==> config.mk <==
export PLATFORM = sky130hd
export DESIGN_NAME = ram_word_if
export DESIGN_NICKNAME = d
export VERILOG_FILES = /design/src/rtl/ram_word_if.sv
export SDC_FILE = /design/constraint.sdc
export NUM_CORES = 1
export LEC_CHECK = 0
export CELL_PAD_IN_SITES_DETAIL_PLACEMENT = 1
export CELL_PAD_IN_SITES_GLOBAL_PLACEMENT = 2
export CORE_MARGIN = 3
export CORE_UTILIZATION = 32
export CTS_CLUSTER_DIAMETER = 100
export DETAILED_ROUTE_END_ITERATION = 12
export PLACE_DENSITY_LB_ADDON = 0.1
export SYNTH_ARGS = -nofsm -noshare
export SYNTH_HDL_FRONTEND = slang
export SYNTH_SLANG_ARGS = --single-unit
==> constraint.sdc <==
create_clock -name clk_i -period 3.1 [get_ports clk_i]
set_input_delay 0.62 -clock clk_i [delete_from_list [all_inputs] [get_ports clk_i]]
set_output_delay 0.62 -clock clk_i [all_outputs]
set_load 0.005 [all_outputs]
==> src/rtl/ram_word_if.sv <==
`default_nettype none
// ============================================================================
//  Module      : ram_word_if
//  Description : Byte-stream to word-wide synchronous RAM bridge for DFU
//                application data. Packs incoming bytes into RAM words with
//                byte enables (write path) and unpacks RAM words into an
//                outgoing byte stream (read path). Handles unaligned start
//                and end byte addresses and a RAM read latency of 1 or 2.
//  Ports       : clk_i/rstn_i        clock, async active-low reset
//                en_i                operation enable (rise start, fall end)
//                start/end_addr_i    inclusive byte address window
//                out_*               write byte stream (valid/ready)
//                in_*                read byte stream (valid/ready)
//                clear_status_i      status clear, honoured in IDLE only
//                status_o            0 OK, 7 range, 8 address, 9 not done, F end
//                ram_*               block RAM port (one strobe per word)
//  Revision    : 1.0  initial release
// ============================================================================
module ram_word_if #(
  parameter int RAM_SIZE   = 1024,
  parameter int WORD_BYTES = 4,
  parameter int RD_LATENCY = 1,
  localparam int AW  = $clog2(RAM_SIZE),
  localparam int LW  = $clog2(WORD_BYTES),
  localparam int WAW = AW - LW
) (
  input  logic                    clk_i,
  input  logic                    rstn_i,
  input  logic                    en_i,
  input  logic [AW-1:0]           start_addr_i,
  input  logic [AW-1:0]           end_addr_i,
  input  logic [7:0]              out_data_i,
  input  logic                    out_valid_i,
  output logic                    out_ready_o,
  output logic [7:0]              in_data_o,
  output logic                    in_valid_o,
  input  logic                    in_ready_i,
  input  logic                    clear_status_i,
  output logic [3:0]              status_o,
  output logic                    ram_clke_o,
  output logic                    ram_we_o,
  output logic [WORD_BYTES-1:0]   ram_be_o,
  output logic [WAW-1:0]          ram_addr_o,
  output logic [8*WORD_BYTES-1:0] ram_wdata_o,
  input  logic [8*WORD_BYTES-1:0] ram_rdata_i
);

  // Lane index needs at least one bit even for single-byte words.
  localparam int LWS = (LW > 0) ? LW : 1;

  localparam logic [3:0]  c_ST_OK      = 4'h0;
  localparam logic [3:0]  c_ST_RANGE   = 4'h7;
  localparam logic [3:0]  c_ST_ADDRESS = 4'h8;
  localparam logic [3:0]  c_ST_NOTDONE = 4'h9;
  localparam logic [3:0]  c_ST_END     = 4'hF;
  localparam logic [AW:0] c_PTR_ONE    = {{AW{1'b0}}, 1'b1};
  localparam logic [1:0]  c_WAIT_LAST  = 2'(RD_LATENCY - 1);

  typedef enum logic [2:0] {
    S_IDLE      = 3'd0,
    S_WRITE     = 3'd1,
    S_WR_PEND   = 3'd2,
    S_READ_REQ  = 3'd3,
    S_READ_WAIT = 3'd4,
    S_READ_OUT  = 3'd5,
    S_DONE      = 3'd6
  } state_t;

  state_t                  r_state, w_state_nxt;
  logic [AW:0]             r_ptr;        // one extra bit so ptr>end is visible at the top of RAM
  logic [AW-1:0]           r_end;
  logic [3:0]              r_status, w_status_nxt;
  logic [8*WORD_BYTES-1:0] r_pack_data;
  logic [WORD_BYTES-1:0]   r_pack_be;
  logic [WAW-1:0]          r_wr_addr;    // word of the bytes in the pack buffer
  logic [8*WORD_BYTES-1:0] r_rd_word;
  logic [1:0]              r_wait_cnt;

  logic [LWS-1:0]          w_lane;
  logic [WAW-1:0]          w_ptr_word;
  logic                    w_le_end, w_at_end, w_last_lane;
  logic                    w_accept, w_rd_adv, w_capture;

  generate
    if (LW > 0) begin : g_lane_multi
      assign w_lane = r_ptr[LWS-1:0];
    end else begin : g_lane_single
      assign w_lane = '0;
    end
  endgenerate

  assign w_ptr_word  = r_ptr[AW-1:LW];
  assign w_le_end    = (r_ptr <= {1'b0, r_end});
  assign w_at_end    = (r_ptr == {1'b0, r_end});
  assign w_last_lane = (w_lane == LWS'(WORD_BYTES - 1));

  assign out_ready_o = (r_state == S_WRITE) && en_i && w_le_end;
  assign w_accept    = out_ready_o && out_valid_i;
  assign w_rd_adv    = (r_state == S_READ_OUT) && en_i && in_ready_i;
  assign w_capture   = (r_state == S_READ_WAIT) && en_i && (r_wait_cnt == c_WAIT_LAST);

  assign in_valid_o  = (r_state == S_READ_OUT);
  assign in_data_o   = in_valid_o ? r_rd_word[{w_lane, 3'b000} +: 8] : 8'h00;
  assign status_o    = r_status;
  assign ram_clke_o  = (r_state == S_WR_PEND) || (r_state == S_READ_REQ);
  assign ram_we_o    = (r_state == S_WR_PEND);
  assign ram_be_o    = ram_we_o ? r_pack_be : '0;
  assign ram_wdata_o = ram_we_o ? r_pack_data : '0;
  assign ram_addr_o  = ram_we_o ? r_wr_addr :
                       (r_state == S_READ_REQ) ? w_ptr_word : '0;

  always_ff @(posedge clk_i or negedge rstn_i) begin
    if (!rstn_i) r_state <= S_IDLE;
    else         r_state <= w_state_nxt;
  end

  always_comb begin
    w_state_nxt  = r_state;
    w_status_nxt = r_status;
    case (r_state)
      S_IDLE: begin
        // Clear wins over a simultaneous start; the start follows next cycle.
        if (clear_status_i) begin
          w_status_nxt = c_ST_OK;
        end else if (en_i && (r_status == c_ST_OK)) begin
          if (start_addr_i > end_addr_i) begin
            w_status_nxt = c_ST_RANGE;
            w_state_nxt  = S_DONE;
          end else if (out_valid_i) begin
            w_state_nxt  = S_WRITE;
          end else if (in_ready_i) begin
            w_state_nxt  = S_READ_REQ;
          end
        end
      end
      S_WRITE: begin
        if (w_accept) begin
          if (w_last_lane || w_at_end) w_state_nxt = S_WR_PEND;
        end else if (!en_i) begin
          if (|r_pack_be) begin
            w_state_nxt = S_WR_PEND;   // flush the partial word first
          end else begin
            w_state_nxt  = S_DONE;
            w_status_nxt = w_le_end ? c_ST_NOTDONE : c_ST_END;
          end
        end
      end
      S_WR_PEND: begin
        if (!en_i) begin
          w_state_nxt  = S_DONE;
          w_status_nxt = w_le_end ? c_ST_NOTDONE : c_ST_END;
        end else if (!w_le_end) begin
          w_state_nxt  = S_DONE;
          w_status_nxt = c_ST_END;
        end else begin
          w_state_nxt  = S_WRITE;
        end
      end
      S_READ_REQ: begin
        if (!en_i) begin
          w_state_nxt  = S_DONE;
          w_status_nxt = c_ST_NOTDONE;
        end else begin
          w_state_nxt  = S_READ_WAIT;
        end
      end
      S_READ_WAIT: begin
        if (!en_i) begin
          w_state_nxt  = S_DONE;
          w_status_nxt = c_ST_NOTDONE;
        end else if (w_capture) begin
          w_state_nxt  = S_READ_OUT;
        end
      end
      S_READ_OUT: begin
        if (!en_i) begin
          w_state_nxt  = S_DONE;
          w_status_nxt = c_ST_NOTDONE;
        end else if (w_rd_adv) begin
          if (w_at_end) begin
            w_state_nxt  = S_DONE;
            w_status_nxt = c_ST_END;
          end else if (w_last_lane) begin
            w_state_nxt  = S_READ_REQ;
          end
        end
      end
      S_DONE: begin
        if (!en_i) begin
          w_state_nxt = S_IDLE;
        end else if (out_valid_i && !w_le_end &&
                     ((r_status == c_ST_END) || (r_status == c_ST_NOTDONE))) begin
          // Host keeps pushing bytes past the window.
          w_status_nxt = c_ST_ADDRESS;
        end
      end
      default: w_state_nxt = S_IDLE;
    endcase
  end

  always_ff @(posedge clk_i or negedge rstn_i) begin
    if (!rstn_i) begin
      r_ptr       <= '0;
      r_end       <= '0;
      r_status    <= c_ST_OK;
      r_pack_data <= '0;
      r_pack_be   <= '0;
      r_wr_addr   <= '0;
      r_rd_word   <= '0;
      r_wait_cnt  <= '0;
    end else begin
      r_status <= w_status_nxt;
      if (r_state == S_IDLE) begin
        r_ptr <= {1'b0, start_addr_i};
        r_end <= end_addr_i;
      end
      if (w_accept) begin
        r_pack_data[{w_lane, 3'b000} +: 8] <= out_data_i;
        r_pack_be[w_lane]                  <= 1'b1;
        r_wr_addr                          <= w_ptr_word;
        r_ptr                              <= r_ptr + c_PTR_ONE;
      end
      if (r_state == S_WR_PEND) begin
        r_pack_data <= '0;
        r_pack_be   <= '0;
      end
      if (w_rd_adv) r_ptr <= r_ptr + c_PTR_ONE;
      if (r_state == S_READ_REQ)       r_wait_cnt <= '0;
      else if (r_state == S_READ_WAIT) r_wait_cnt <= r_wait_cnt + 2'd1;
      if (w_capture) r_rd_word <= ram_rdata_i;
    end
  end

endmodule
`default_nettype wire

==> results of run 1 <==
[final timing paths]
kind	startpoint	endpoint	slack [ps]	cells past startpoint
worst max-delay path	end_addr_i[4]	r_state[2]	160	11
worst min-delay path	rstn_i	status_o[0]	130	1
worst max register to register	r_ptr[9]	r_ptr[9]	310	11
worst min register to register	r_pack_data[25]	r_pack_data[25]	480	2
max in group asynchronous	rstn_i	r_rd_word[17]	2170	2
min in group clk_i	r_pack_data[25]	r_pack_data[25]	480	2
[what timing repair did]
item	4_1_cts	5_1_grt
pin swaps	0	1
endpoints found under the setup margin	1	16
resized for setup	2	3
buffers inserted	0	1
hold buffers	0	0
[kinds of logic (layout without fill, tap and decap cells)]
family | count (synthesis) | count (layout) | synth area share [%]
adder cells (fa/ha/maj) | 25 | 25 | 5.32
buffers and inverters | 68 | 217 | 4.76
AO/OA/AOI/OAI | 125 | 125 | 13.5
multiplexers | 63 | 63 | 13.6
flip-flops | 105 | 105 | 44.7
AND/OR/NAND/NOR | 205 | 205 | 18.2
[power groups by stage]
| stage | sequential [mW] | combinational, mW | clock [mW] |
|---|---|---|---|
| after floorplan | 2.09 | 2.33 | 0 |
| after global placement | 2.14 | 3.46 | 0 |
| after detailed placement | 2.17 | 3.56 | 0 |
| after CTS | 2.14 | 3.59 | 1.20 |
| after global routing | 2.20 | 3.94 | 1.26 |
| final | 2.14 | 3.56 | 1.16 |
[area by class of cell]
type	instances	area share, %
timing repair buffer	166	19.9
tap	225	3.56
sequential	105	33.2
clock inverter	7	0.887
multi-input combinational	418	37.9
inverter	35	1.66
clock buffer	9	2.85
[state kept, by name, indices dropped and copies added (netlist names)]
name	cells
r_rd_word	32
r_wait_cnt	2
status_o	3
r_pack_be	4
r_wr_addr	8
r_state	3
r_ptr	11
r_pack_data	32
r_end	10
[per-layer routing]
layer	vias up	GRT usage [%]
met1	2491	24.0
met5	-	0
met2	111	30.4
li1	2367	-
met4	0	4.75
met3	16	3.30
[worst max-delay path: stages]
cell and delay (ps):
clkdlybuf4s50_1 480, inv_1 50, ha_1 300, a21oi_1 150, a21boi_0 130, a2111oi_2 380
a311oi_2 130, buf_4 190, a22o_1 220, a311o_1 270, mux2_2 260
[cells in the final DEF (no fill, tap or decap), types with 6 or more instances in the layout]
cell type | netlist | routed
a21oi_1 | 27 | 26
a22o_1 | 11 | 11
and2_1 | 38 | 38
and3_1 | 13 | 13
buf_4 | 4 | 40
clkbuf_16 | 0 | 9
clkdlybuf4s50_1 | 0 | 123
dfrtp_1 | 105 | 105
ha_1 | 25 | 25
inv_1 | 32 | 32
mux2_2 | 41 | 41
mux2i_1 | 10 | 10
mux4_2 | 8 | 8
nand2_1 | 65 | 65
nand3_1 | 24 | 24
nor2_1 | 27 | 27
nor3_1 | 7 | 6
o21ai_0 | 43 | 43
o21ai_1 | 7 | 7
==> run summary, run 1 <==
outcome -> finished, final reports clean
post-synthesis sequential area ratio -> 44.7%
Pins Over Slew Limit -> 0
Avg Cell Area, Syn -> 9.96 µm²
Yosys top cell by area -> dfrtp_1
Clock Skew -> 6.88 ps
layout cells sized above 1 -> 17.4%
worst-margin pin slew -> 969 ps
later-pin clock latency in the skew report -> 350 ps
Die W -> 142 µm
CTS tree -> yes
GRT Util Overall -> 18.0%
syn nets -> 682
first-pass GRT wire length -> 29.0 mm
WL met1 -> 8.14 mm
top cells by count, synth -> dfrtp_1 (105), nand2_1 (65), o21ai_0 (43)
die area -> 20,100 µm²
IO buf count -> 125
multi-input logic area -> 3000 µm²
Residual DRC -> 0
# setup viols final -> 0
number of global-route vias before repair -> 5,487
wire per inst -> 18.5 µm
CTS buffer count -> 9
unrepaired setup endpoints after global routing -> false
htree depth -> 3
Detailed Place HPWL -> 13.3 mm
FILL cells -> 1,980
total negative setup slack -> 0 ps
internal power -> 4.11 mW
Vias/cell -> 5.17
PwrDens -> 869 nW/µm²
sequential power share -> 31.2%
largest net degree at the start of global routing -> 52
Post-Syn Instances -> 591
Crit Path Max Fanout -> 3
Total Power -> 6.86 mW
DR vias -> 4,985
met3 wire len -> 739 µm
Final Hold Fails -> 0
starting DRC count in detailed routing -> 221
Design Area, Final -> 7900 µm²
Highest Signal Layer -> met4
clk buf depth -> 2
ANT nets after route -> 0
clk slew on worst S/H paths -> 80 ps
Layout Utilization -> 44.8%
Crit Path Class -> input pin to flop
Worst slew margin -> 34.9%
Clk pwr share -> 16.9%
Post-synth EDFFs -> 0
WL met2 -> 8.79 mm
Sw Pwr -> 2.75 mW
Net Sw Frac -> 40.1%
PnR worst setup slack -> 164 ps
flops & latches, synth -> 105
FF+latch area -> 2630 µm²
CP endpoint kind -> flop
Final Cycle Share -> 94.7%
Startpoint Class -> input pin
Pleak -> 3.47 nW
Antenna diodes -> 0
IO Pins -> 126
Yosys cell types -> 61
CTS Sinks -> 105
Max Clk Rate -> 341 MHz
core area -> 17,700 µm²
P&R area growth vs syn -> 34.3%
Post-synth ARST share -> 100%
Ys Warns -> 0
Initial Utilization -> 33.3%
Place WS -> -281 ps
first drt pass iteration count -> 4
Placer Congestion -> 0.828
top cell type's share of synthesized area -> 44.7%
Main synth FF type -> dfrtp_1
Synth area leaders -> dfrtp_1 (45%), mux2_2 (7.8%), ha_1 (5.3%)
Rows -> 48
maxcap violations -> 0
Worst VDD drop -> 0.411 mV
Worst Hold Class -> input pin to async pin
Logic pwr share -> 51.9%
Synth Cell Area -> 5880 µm²
Layout Cells excl Fill -> 965
number of placed instances, taps included -> 948
remaining global-route overflow -> 0
initial antenna violation count -> 0
Post-Route WL -> 17.8 mm
Tmin final -> 2940 ps
Fin Hold WS -> 134 ps
most common cell in the synthesized netlist -> dfrtp_1
Root Driver -> clkbuf_16
nets@finish -> 826
worst path required time -> 3340 ps
WP data arrival -> 3180 ps
Die Span Y -> 142 µm
Cell Area, Placed -> 7580 µm²
No activity file was read; power rests on OpenSTA's default activity.
==> run 2: changes to the inputs <==
--- a/config.mk
+++ b/config.mk
@@ -5,6 +5,7 @@
 export SDC_FILE = /design/constraint.sdc
 export NUM_CORES = 1
 export LEC_CHECK = 0
+export CAP_MARGIN = 15
 export CELL_PAD_IN_SITES_DETAIL_PLACEMENT = 1
 export CELL_PAD_IN_SITES_GLOBAL_PLACEMENT = 2
 export CORE_MARGIN = 3
==> results of run 2 <==
The final DEF is identical to that of run 1; final timing and power are the same.
==> run 3: changes to the inputs <==
--- a/config.mk
+++ b/config.mk
@@ -5,7 +5,7 @@
 export SDC_FILE = /design/constraint.sdc
 export NUM_CORES = 1
 export LEC_CHECK = 0
-export CAP_MARGIN = 15
+export CAP_MARGIN = 10
 export CELL_PAD_IN_SITES_DETAIL_PLACEMENT = 1
 export CELL_PAD_IN_SITES_GLOBAL_PLACEMENT = 2
 export CORE_MARGIN = 3
==> results of run 3 <==
The final DEF is identical to that of run 1; final timing and power are the same.
